### src/rtl/hsiao_secded_scrub_memory.sv
// hsiao_secded_scrub_memory: DATA_W-wide, 2**ADDR_W-deep Hsiao SEC-DED RAM.
// It has a registered read port, write-path fault injection, a zeroing sweep
// after reset, a background scrubber and saturating error counters.
// Optional error log: define HSIAO_ERR_LOG_EN.
// Ports:
//   clk, rst (async, active-low)
//   wr_en, rd_en, addr, wr_data, inj_mask  - requester side; inj_mask is XORed
//                                            into the stored codeword
//   scrub_en, cnt_clr                      - scrubber enable, counter clear
//   rd_data, rd_valid, sec, ded            - registered read result
//   init_busy                              - zeroing sweep in progress
//   cnt_sec, cnt_ded                       - saturating error counters
//   err_log_valid/addr/syn                 - first ded capture (HSIAO_ERR_LOG_EN)
module hsiao_secded_scrub_memory #(
  parameter int unsigned DATA_W         = 8,
  parameter int unsigned ADDR_W         = 3,
  parameter int unsigned SCRUB_INTERVAL = 16,
  parameter int unsigned CNT_W          = 16,
  localparam int unsigned CHK_W = (DATA_W <= 8) ? 5 : ((DATA_W <= 16) ? 6 : 7)
) (
  input  logic                    clk,
  input  logic                    rst,
  input  logic                    wr_en,
  input  logic                    rd_en,
  input  logic [ADDR_W-1:0]       addr,
  input  logic [DATA_W-1:0]       wr_data,
  input  logic [DATA_W+CHK_W-1:0] inj_mask,
  input  logic                    scrub_en,
  input  logic                    cnt_clr,
  output logic [DATA_W-1:0]       rd_data,
  output logic                    rd_valid,
  output logic                    sec,
  output logic                    ded,
  output logic                    init_busy,
  output logic [CNT_W-1:0]        cnt_sec,
  output logic [CNT_W-1:0]        cnt_ded
`ifdef HSIAO_ERR_LOG_EN
  ,
  output logic                    err_log_valid,
  output logic [ADDR_W-1:0]       err_log_addr,
  output logic [CHK_W-1:0]        err_log_syn
`endif
);

  localparam int unsigned CW     = DATA_W + CHK_W;
  localparam int unsigned DEPTH  = 1 << ADDR_W;
  localparam int unsigned WAIT_W = $clog2(SCRUB_INTERVAL);
  localparam int unsigned CNT_X  = CNT_W + 1;

  typedef logic [DATA_W-1:0][CHK_W-1:0] hcols_t;

  typedef struct packed {
    logic [DATA_W-1:0] data;
    logic              sec;
    logic              ded;
  } dec_t;

  typedef enum logic [2:0] {S_INIT, S_IDLE, S_WAIT, S_SREAD, S_SCHECK, S_SWB} state_t;

  // Data columns: the weight-3 CHK_W-bit vectors in ascending numeric order.
  function automatic hcols_t gen_cols();
    hcols_t      cols;
    int unsigned n;
    cols = '0;
    n    = 0;
    for (int unsigned v = 0; v < (32'd1 << CHK_W); v++) begin
      if ($countones(v[CHK_W-1:0]) == 3 && n < DATA_W) begin
        cols[n] = v[CHK_W-1:0];
        n++;
      end
    end
    return cols;
  endfunction

  localparam hcols_t H_COLS = gen_cols();

  function automatic logic [CHK_W-1:0] enc(input logic [DATA_W-1:0] d);
    logic [CHK_W-1:0] c;
    c = '0;
    for (int i = 0; i < DATA_W; i++) begin
      if (d[i]) c = c ^ H_COLS[i];
    end
    return c;
  endfunction

  function automatic logic [CHK_W-1:0] syndrome(input logic [CW-1:0] cw);
    return cw[CW-1:DATA_W] ^ enc(cw[DATA_W-1:0]);
  endfunction

  // Data-column hit flips that bit; unit syndrome is a check-bit error; any other
  // nonzero syndrome is uncorrectable and the raw data is passed through.
  function automatic dec_t dec(input logic [CW-1:0] cw);
    dec_t             r;
    logic [CHK_W-1:0] s;
    logic             hit;
    s      = syndrome(cw);
    r.data = cw[DATA_W-1:0];
    hit    = ($countones(s) == 1);
    for (int i = 0; i < DATA_W; i++) begin
      if (s == H_COLS[i]) begin
        r.data[i] = ~r.data[i];
        hit       = 1'b1;
      end
    end
    r.sec = (s != '0) && hit;
    r.ded = (s != '0) && !hit;
    return r;
  endfunction

  function automatic logic [CNT_W-1:0] sat_add(input logic [CNT_W-1:0] c,
                                               input logic [1:0] inc);
    logic [CNT_W:0] s;
    s = {1'b0, c} + CNT_X'(inc);
    return s[CNT_W] ? '1 : s[CNT_W-1:0];
  endfunction

  logic [CW-1:0]     mem [DEPTH];
  state_t            state;
  logic [ADDR_W-1:0] init_ptr;
  logic [ADDR_W-1:0] scrub_ptr;
  logic [ADDR_W-1:0] wb_addr;
  logic [CW-1:0]     wb_cw;
  logic [CW-1:0]     scrub_cw;
  logic [WAIT_W-1:0] wait_cnt;

  dec_t              user_dec;
  dec_t              scrub_dec;
  logic              user_rd;
  logic              scrub_chk;
  logic [1:0]        sec_inc;
  logic [1:0]        ded_inc;
  logic              mem_we;
  logic [ADDR_W-1:0] mem_waddr;
  logic [CW-1:0]     mem_wdata;

  assign user_dec  = dec(mem[addr]);
  assign scrub_dec = dec(scrub_cw);
  assign user_rd   = rd_en && !wr_en && (state != S_INIT);
  assign scrub_chk = (state == S_SCHECK);
  assign sec_inc   = {1'b0, user_rd & user_dec.sec} + {1'b0, scrub_chk & scrub_dec.sec};
  assign ded_inc   = {1'b0, user_rd & user_dec.ded} + {1'b0, scrub_chk & scrub_dec.ded};

  // Single write port: init sweep, then user write, then scrub writeback.
  always_comb begin
    mem_we    = 1'b0;
    mem_waddr = addr;
    mem_wdata = '0;
    if (state == S_INIT) begin
      mem_we    = 1'b1;
      mem_waddr = init_ptr;
    end else if (wr_en) begin
      mem_we    = 1'b1;
      mem_wdata = {enc(wr_data), wr_data} ^ inj_mask;
    end else if (state == S_SWB && !rd_en) begin
      mem_we    = 1'b1;
      mem_waddr = wb_addr;
      mem_wdata = wb_cw;
    end
  end

  // Storage array; contents are established by the init sweep, not by reset.
  always_ff @(posedge clk) begin
    if (mem_we) mem[mem_waddr] <= mem_wdata;
  end

  // Control FSM, read port and counters.
  always_ff @(posedge clk or negedge rst) begin
    if (!rst) begin
      state     <= S_INIT;
      init_ptr  <= '0;
      init_busy <= 1'b1;
      scrub_ptr <= '0;
      wb_addr   <= '0;
      wb_cw     <= '0;
      scrub_cw  <= '0;
      wait_cnt  <= '0;
      rd_data   <= '0;
      rd_valid  <= 1'b0;
      sec       <= 1'b0;
      ded       <= 1'b0;
      cnt_sec   <= '0;
      cnt_ded   <= '0;
    end else begin
      rd_valid <= user_rd;
      sec      <= user_rd & user_dec.sec;
      ded      <= user_rd & user_dec.ded;
      if (user_rd) rd_data <= user_dec.data;

      if (cnt_clr) begin
        cnt_sec <= '0;
        cnt_ded <= '0;
      end else begin
        cnt_sec <= sat_add(cnt_sec, sec_inc);
        cnt_ded <= sat_add(cnt_ded, ded_inc);
      end

      case (state)
        S_INIT: begin
          init_ptr <= init_ptr + 1'b1;
          if (init_ptr == ADDR_W'(DEPTH - 1)) begin
            init_busy <= 1'b0;
            state     <= S_IDLE;
          end
        end
        S_IDLE: begin
          wait_cnt <= '0;
          if (scrub_en) state <= S_WAIT;
        end
        S_WAIT: begin
          if (!scrub_en) begin
            state <= S_IDLE;
          end else if (wait_cnt == WAIT_W'(SCRUB_INTERVAL - 1)) begin
            state <= S_SREAD;
          end else begin
            wait_cnt <= wait_cnt + 1'b1;
          end
        end
        S_SREAD: begin
          // Scrub read only takes a cycle with no user access.
          if (!scrub_en) begin
            state <= S_IDLE;
          end else if (!wr_en && !rd_en) begin
            scrub_cw <= mem[scrub_ptr];
            state    <= S_SCHECK;
          end
        end
        S_SCHECK: begin
          scrub_ptr <= scrub_ptr + 1'b1;
          wb_addr   <= scrub_ptr;
          wb_cw     <= {enc(scrub_dec.data), scrub_dec.data};
          // A same-cycle user write to this word makes the snapshot stale.
          if (scrub_dec.sec && !(wr_en && addr == scrub_ptr)) state <= S_SWB;
          else state <= S_IDLE;
        end
        S_SWB: begin
          if (wr_en) begin
            if (addr == wb_addr) state <= S_IDLE;
          end else if (!rd_en) begin
            state <= S_IDLE;
          end
        end
        default: state <= S_IDLE;
      endcase
    end
  end

`ifdef HSIAO_ERR_LOG_EN
  // First uncorrectable event since reset or counter clear; user read wins a tie.
  always_ff @(posedge clk or negedge rst) begin
    if (!rst) begin
      err_log_valid <= 1'b0;
      err_log_addr  <= '0;
      err_log_syn   <= '0;
    end else if (cnt_clr) begin
      err_log_valid <= 1'b0;
      err_log_addr  <= '0;
      err_log_syn   <= '0;
    end else if (!err_log_valid) begin
      if (user_rd && user_dec.ded) begin
        err_log_valid <= 1'b1;
        err_log_addr  <= addr;
        err_log_syn   <= syndrome(mem[addr]);
      end else if (scrub_chk && scrub_dec.ded) begin
        err_log_valid <= 1'b1;
        err_log_addr  <= scrub_ptr;
        err_log_syn   <= syndrome(scrub_cw);
      end
    end
  end
`endif

endmodule

### config.mk
export PLATFORM = sky130hd
export DESIGN_NAME = hsiao_secded_scrub_memory
export DESIGN_NICKNAME = d
export VERILOG_FILES = /design/src/rtl/hsiao_secded_scrub_memory.sv
export SDC_FILE = /design/constraint.sdc
export NUM_CORES = 1
export LEC_CHECK = 0
export ABC_AREA = 1
export CAP_MARGIN = 30
export CORE_MARGIN = 2
export CORE_UTILIZATION = 35
export DETAILED_ROUTE_END_ITERATION = 8
export HOLD_SLACK_MARGIN = 0.02
export MAX_ROUTING_LAYER = met4
export PLACE_DENSITY_LB_ADDON = 0.2
export SLEW_MARGIN = 5
export SYNTH_ARGS = -nofsm -noshare
export SYNTH_HDL_FRONTEND = slang
export SYNTH_SLANG_ARGS = --single-unit
export TNS_END_PERCENT = 1
### constraint.sdc
create_clock -name clk -period 5.2 [get_ports clk]
set_input_delay 1.56 -clock clk [delete_from_list [all_inputs] [get_ports clk]]
set_output_delay 1.56 -clock clk [all_outputs]
set_load 0.01 [all_outputs]
### After elaboration in Yosys (flattened, before gate mapping)

Memory sizes are Yosys's and may differ from the RTL's. A register that Yosys moved wholly into a read port is not among the register bits.
Index checks and enable logic that the tools add are counted.

* flip-flop bits (word level): 73
* bits in latches: 0
* bits in writable memories: 104
* memory bits (read-only): 0
* bits of input ports: 30
* output and inout bits: 44
* logic and storage cells: 256
* memories kept: 1

* add/subtract/negate cells: 15
* multiply operators: 0
* divide/modulo/power cells: 0
* order comparisons: 0
* eq/ne operators: 35
* shift operators: 0
* multiplexer cells: 116
* bitwise gates (word level): 51
* reduce and logical (&&, ||, !) cells: 25

Memory list
* mem: words 8, bits a word 13, rd ports 2, clocked after Yosys merged registers in 1, write ports 1, RTL line 117 `logic [CW-1:0] mem [DEPTH];`

Operator list (count)
* $mux 5: 39
* $not 3->3: 28
* $mux 16: 4
* $mux 4: 14
* $mux 3: 17
* $eq 5x5->1 const B: 8
* $mux 13: 3
* $mux 1: 37
* $add 16x2->17: 2
* $eq 5x4->1 const B: 6
* $pmux 3 s6: 1
* $not 1->1: 16
* $xor 13x13->13: 1
* $add 1x1->2: 6
* $eq 5x3->1 const B: 2
* $logic_and 1x1->1: 10
* $reduce_bool 5->1: 2
* $xor 5x5->5: 2
* $eq 3x3->1 const B: 3
* $ne 3x3->1 const B: 3
* $add 3x1->4: 2
* $eq 4x1->1 const B: 2
* $pmux 4 s2: 1
* $add 2x2->3: 2
* 17 further kinds: 31

### Logic depth before layout (Yosys ltp)

* word-level depth: 40
* gate-level depth with buffers: 36
* gate-level depth less buffers: 34

### Worst setup path before layout

OpenSTA, ideal clock, no wires.

* kind: input port to flip-flop
* from: input port addr[1]
* to: register cnt_sec[14]
* library setup time: 0.114 ns
* data arrival time: 6.202 ns
* required time: 5.086 ns
* setup slack: -1.116 ns
* cell stages on the path: 32
* path buffers: 2
* path through: buf_6 > inv_2 > buf_4 > nand3_1 > nand3_1 > nand2_2 > xnor2_2 > xor2_1 > xor2_1 > xor2_1 > inv_1 > fa_1 > fa_1 > ha_1 > nor3b_1 > nor2_1 > nand3_1 > nand2_1 > inv_1 > fa_1 > ha_1 > nand3_1 > nor3_1 > nand2_1 > nor3_1 > nand3_1 > nor2_1 > nand2_1 > a21oi_1 > o21ai_0 > nand2_1 > inv_1

* word-level cells in the longest chain between the ends: 33
* elaborated cells between the ends (all ways): 45
* those cells by class: 6 x add/sub; 9 x eq/ne; 18 x mux; 9 x bitwise; 2 x reduce/logical; 1 x memory

RTL lines
* from (decl): RTL line 25 `input logic [ADDR_W-1:0] addr,`
* $mem_v2 8x13 (*)
* $mux 3: RTL line 81 `if (d[i]) c = c ^ H_COLS[i];`
* $not 3->3 (no line)
* $mux 4: RTL line 81
* $not 3->3 (no line)
* $mux 4 (2 in a row): RTL line 81
* $not 3->3 (no line)
* $mux 5: RTL line 81
* [... 9 more ...]
* $eq 4x1->1: RTL line 98 `hit = ($countones(s) == 1);`
* $mux 1 (8 in a row): RTL line 100 `if (s == H_COLS[i]) begin`
* $logic_and 1x1->1 (*): RTL line 105 `r.sec = (s != '0) && hit;`
* $and 1x1->1 (*): RTL line 140 `assign sec_inc = {1'b0, user_rd & user_dec.sec} + {1'b0, scrub_chk & scrub_dec.sec};`
* $add 1x1->2 (*): RTL line 140
* $add 16x2->17 (*): RTL line 113 `s = {1'b0, c} + CNT_X'(inc);`
* $mux 16 (*): RTL line 114 `return s[CNT_W] ? '1 : s[CNT_W-1:0];`
* $mux 16 (*): RTL line 189 `if (cnt_clr) begin`
* to (signal assigned): RTL line 193 `cnt_sec <= sat_add(cnt_sec, sec_inc);`
* to (decl): RTL line 35 `output logic [CNT_W-1:0] cnt_sec,`

Every way passes the cells marked *; elsewhere a longest branch is shown, timed or not.
A chain may end at the register's enable or synchronous reset.

### Worst setup path in the final report

* from: input port addr[0]
* to: register cnt_sec[14]

Same word-level chain as after synthesis.

==> reports/results.tsv <==
stage	metric	value	unit
run_status	status	complete, but fails checks	
run_status	violations	setup timing	
sta	max_slew.worst_pin.slew	0.875	ns
detailed_routing	firstDrtPassIters	5	
worst_setup_path	critPathKind	in -> reg	
synth	netlist_instances	1467	
placed_design	dpl.cell_count	2047	
synth	yosysWarningCount	0	
worst_setup_path	crit_buf_inv	7	
sta	hold_violations	0	
worst_setup_path	critPathTopFamily	simple AND/OR/NAND/NOR gates	
power_and_ir_drop	power.total	0.00844	W
clock_network	h-tree-depth	4	
grt	grt_use_total	20.8	%
worst_setup_path	required	5.54	ns
synth	synth-seq-area-share	45.8	%
worst_setup_path	max_stage_delay	0.49	ns
detailed_routing	drtIter0Drc	784	
sta	worst_clock_skew	0.0124	ns
sta	rsz0062_at_grt	true	
detailed_routing	viasPerCell	4.88	
sta	fin_crit	5.87	ns
detailed_routing	vias	10300	
finish	fin_cells	2114	
die	initial_core_util	35.5	%
detailed_routing	drtAntennaViolNets	0	
clock_network	clk_path_buf_depth	2	
die	ios	74	
grt	grt_pass1_vias	10100	
grt	grt_overflow	0	
worst_hold_path	min_path_type	reg -> reg	
power_and_ir_drop	p_leak	6.66	nW
sta	max_freq	170	MHz
worst_setup_path	critPathMaxFanout	10	
finish	nFillCells	3163	
finish	regArea	5280	sq um
grt	antenna_found_initial	0	
synth	ys.flop_type	edfxtp_1	
synth	synth_edf_count	104	
detailed_routing	post_drt_wl_per_cell	15.7	microns
synth	ys_seq_elements	190	
clock_network	clock_sinks	190	
worst_setup_path	arrival	6.20	ns
sta	finalSetupViolCount	32	
finish	final_cell_mix	nand2_1 (391), inv_1 (179), buf_4 (145)	
synth	ys_async_sr_fraction	45.3	%
placed_design	gp_congestion	0.888	
finish	n_antenna_cell	0	
synth	synth_area_per_cell	7.85	sq um
finish	nets	1711	
worst_setup_path	worst_path_most_repeated_cell	nand2_1	
power_and_ir_drop	irDropWorstVdd	0.399	mV
clock_network	clk_pin_slew	0.08	ns
synth	synth_cell_types	43	
placed_design	post-dp-hpwl	23600	microns
worst_setup_path	critPathLaunchType	primary input	
sta	timing.final.ws_setup	-0.668	ns
flow_run	cap_violations	0	
die	die-area	34400	sq um
finish	final_common_cell	nand2_1	
grt	grt_pass1_wl	52900	microns
worst_setup_path	cp-end-kind	flip-flop	
sta	slew-limit-headroom	41.5	%
finish	drive_above_1_share	16.4	%
die	core-area	32500	sq um
finish	syn2layout_area_growth	26.7	%
worst_setup_path	worst_path_max_delay_cell	fa_1	
power_and_ir_drop	power_density	579	nW/um^2
grt	grt_max_degree	69	
synth	syn_area	11500	sq um
die	row_count	66	
clock_network	insertion_delay	0.45	ns
placed_design	port_buffers	73	
detailed_routing	routed_wl	33200	microns
die	die_h	185	microns
die	die_x	185	microns
clock_network	numCtsBuffers	17	
clock_network	root_buffer	clkbuf_16	
finish	multi_input_area	5450	sq um
sta	finalCritPeriodShare	113	%
synth	synth_fp_nets	1519	
finish	fin_util	45.0	%
sta	drv_slew	0	
clock_network	cts_tree	built	
detailed_routing	post-route-drc-count	0	
==> stage by stage <==
step,cell area [sq um],hold WS (ns),TNS (ns),setup WS [ns]
floorplan,11600,0.449,-23.83,-0.939
global placement,13500,0.442,-48.20,-1.61
detailed placement,13500,0.450,-50.39,-1.68
CTS,14500,0.464,-11.75,-0.456
global route,14600,0.480,-25.12,-1.00
finish,14600,0.455,-14.69,-0.668
==> Yosys cell counts, drive strengths merged, types with 6 or more instances <==
| library cell | count | share of area [%] |
|---|---|---|
| a21oi | 82 | 3.6 |
| a31oi | 6 | 0.33 |
| buf | 29 | 1.8 |
| clkbuf | 29 | 0.96 |
| dfrtp | 85 | 18 |
| edfxtp | 104 | 27 |
| fa | 6 | 1.0 |
| ha | 16 | 1.7 |
| inv | 186 | 6.1 |
| nand2 | 415 | 14 |
| nand3 | 137 | 6.0 |
| nand4 | 12 | 0.65 |
| nor2 | 103 | 3.7 |
| nor3 | 20 | 0.87 |
| o211ai | 14 | 0.91 |
| o21ai | 127 | 5.5 |
| xnor2 | 31 | 2.4 |
| xor2 | 49 | 3.7 |
==> report_power, final <==
group / internal, W / total (W) / switching, W
clock network: 0.000643 / 0.00127 / 0.000629
logic: 0.00194 / 0.00492 / 0.00298
registers: 0.00205 / 0.00225 / 0.000197
total: 0.00464 / 0.00844 / 0.00381
==> metal layers <==
layer / global-route usage, % / up-vias / wire (microns)
li1: - / 5152 / -
met1: 26.6 / 4836 / 15100
met2: 33.5 / 272 / 15700
met3: 3.34 / 53 / 1640
met4: 6.89 / 0 / 783
met5: - / - / 0
==> flip-flops by register name, indices dropped and copies added (netlist names), 4 cells and up <==
name	cells
cnt_sec	16
wait_cnt	4
mem	104
cnt_ded	16
scrub_cw	13
rd_data	8
wb_cw	13
==> final cells by class <==
cell class                      count  share of cell area, %
Clock inverter                     14                  0.857
Multi-Input combinational cell   1032                   37.3
Inverter                          187                   4.93
Timing Repair inverter              1                 0.0514
Sequential cell                   190                   36.2
Timing Repair Buffer              230                   13.9
Clock buffer                       18                   3.01
Tap cell                          442                   3.79
==> what timing repair did <==
| action | CTS | global route |
|---|---|---|
| buffers inserted | 28 | 4 |
| gates resized for setup | 57 | 16 |
| endpoints found under the setup margin | 32 | 32 |
| gates cloned | 3 | 0 |
| pin swaps | 23 | 11 |
| hold buffers | 0 | 0 |
==> worst paths after layout <==
kind,slack (ns),end,start,depth (start not counted)
max in group asynchronous,3.13,rd_data[7],rst,2
min in group asynchronous,1.19,wait_cnt[1],rst,1
worst min register to register,0.46,init_busy,init_busy,2
worst max-delay path,-0.67,cnt_sec[14],addr[0],33
worst max register to register,0.13,cnt_sec[14],scrub_cw[1],28
worst min-delay path,0.46,init_busy,init_busy,2
==> worst min-delay path, delay by kind of cell, from the launching register on <==
family	cells	cell delay [ns]
simple gates	1	0.06
buf+inv	1	0.03
flops	1	0.37
==> cell families (layout without fill, tap and decap cells) <==
logic type,after synthesis,count (layout),share of synthesized area (%)
AO/OA/AOI/OAI,235,235,10.7
flip-flops,190,190,45.8
adder cells (fa/ha/maj),22,22,2.78
buffers and inverters,245,450,8.92
XOR/XNOR,80,80,6.15
AND/OR/NAND/NOR,695,695,25.7
Power figures use the tool's default switching activity.
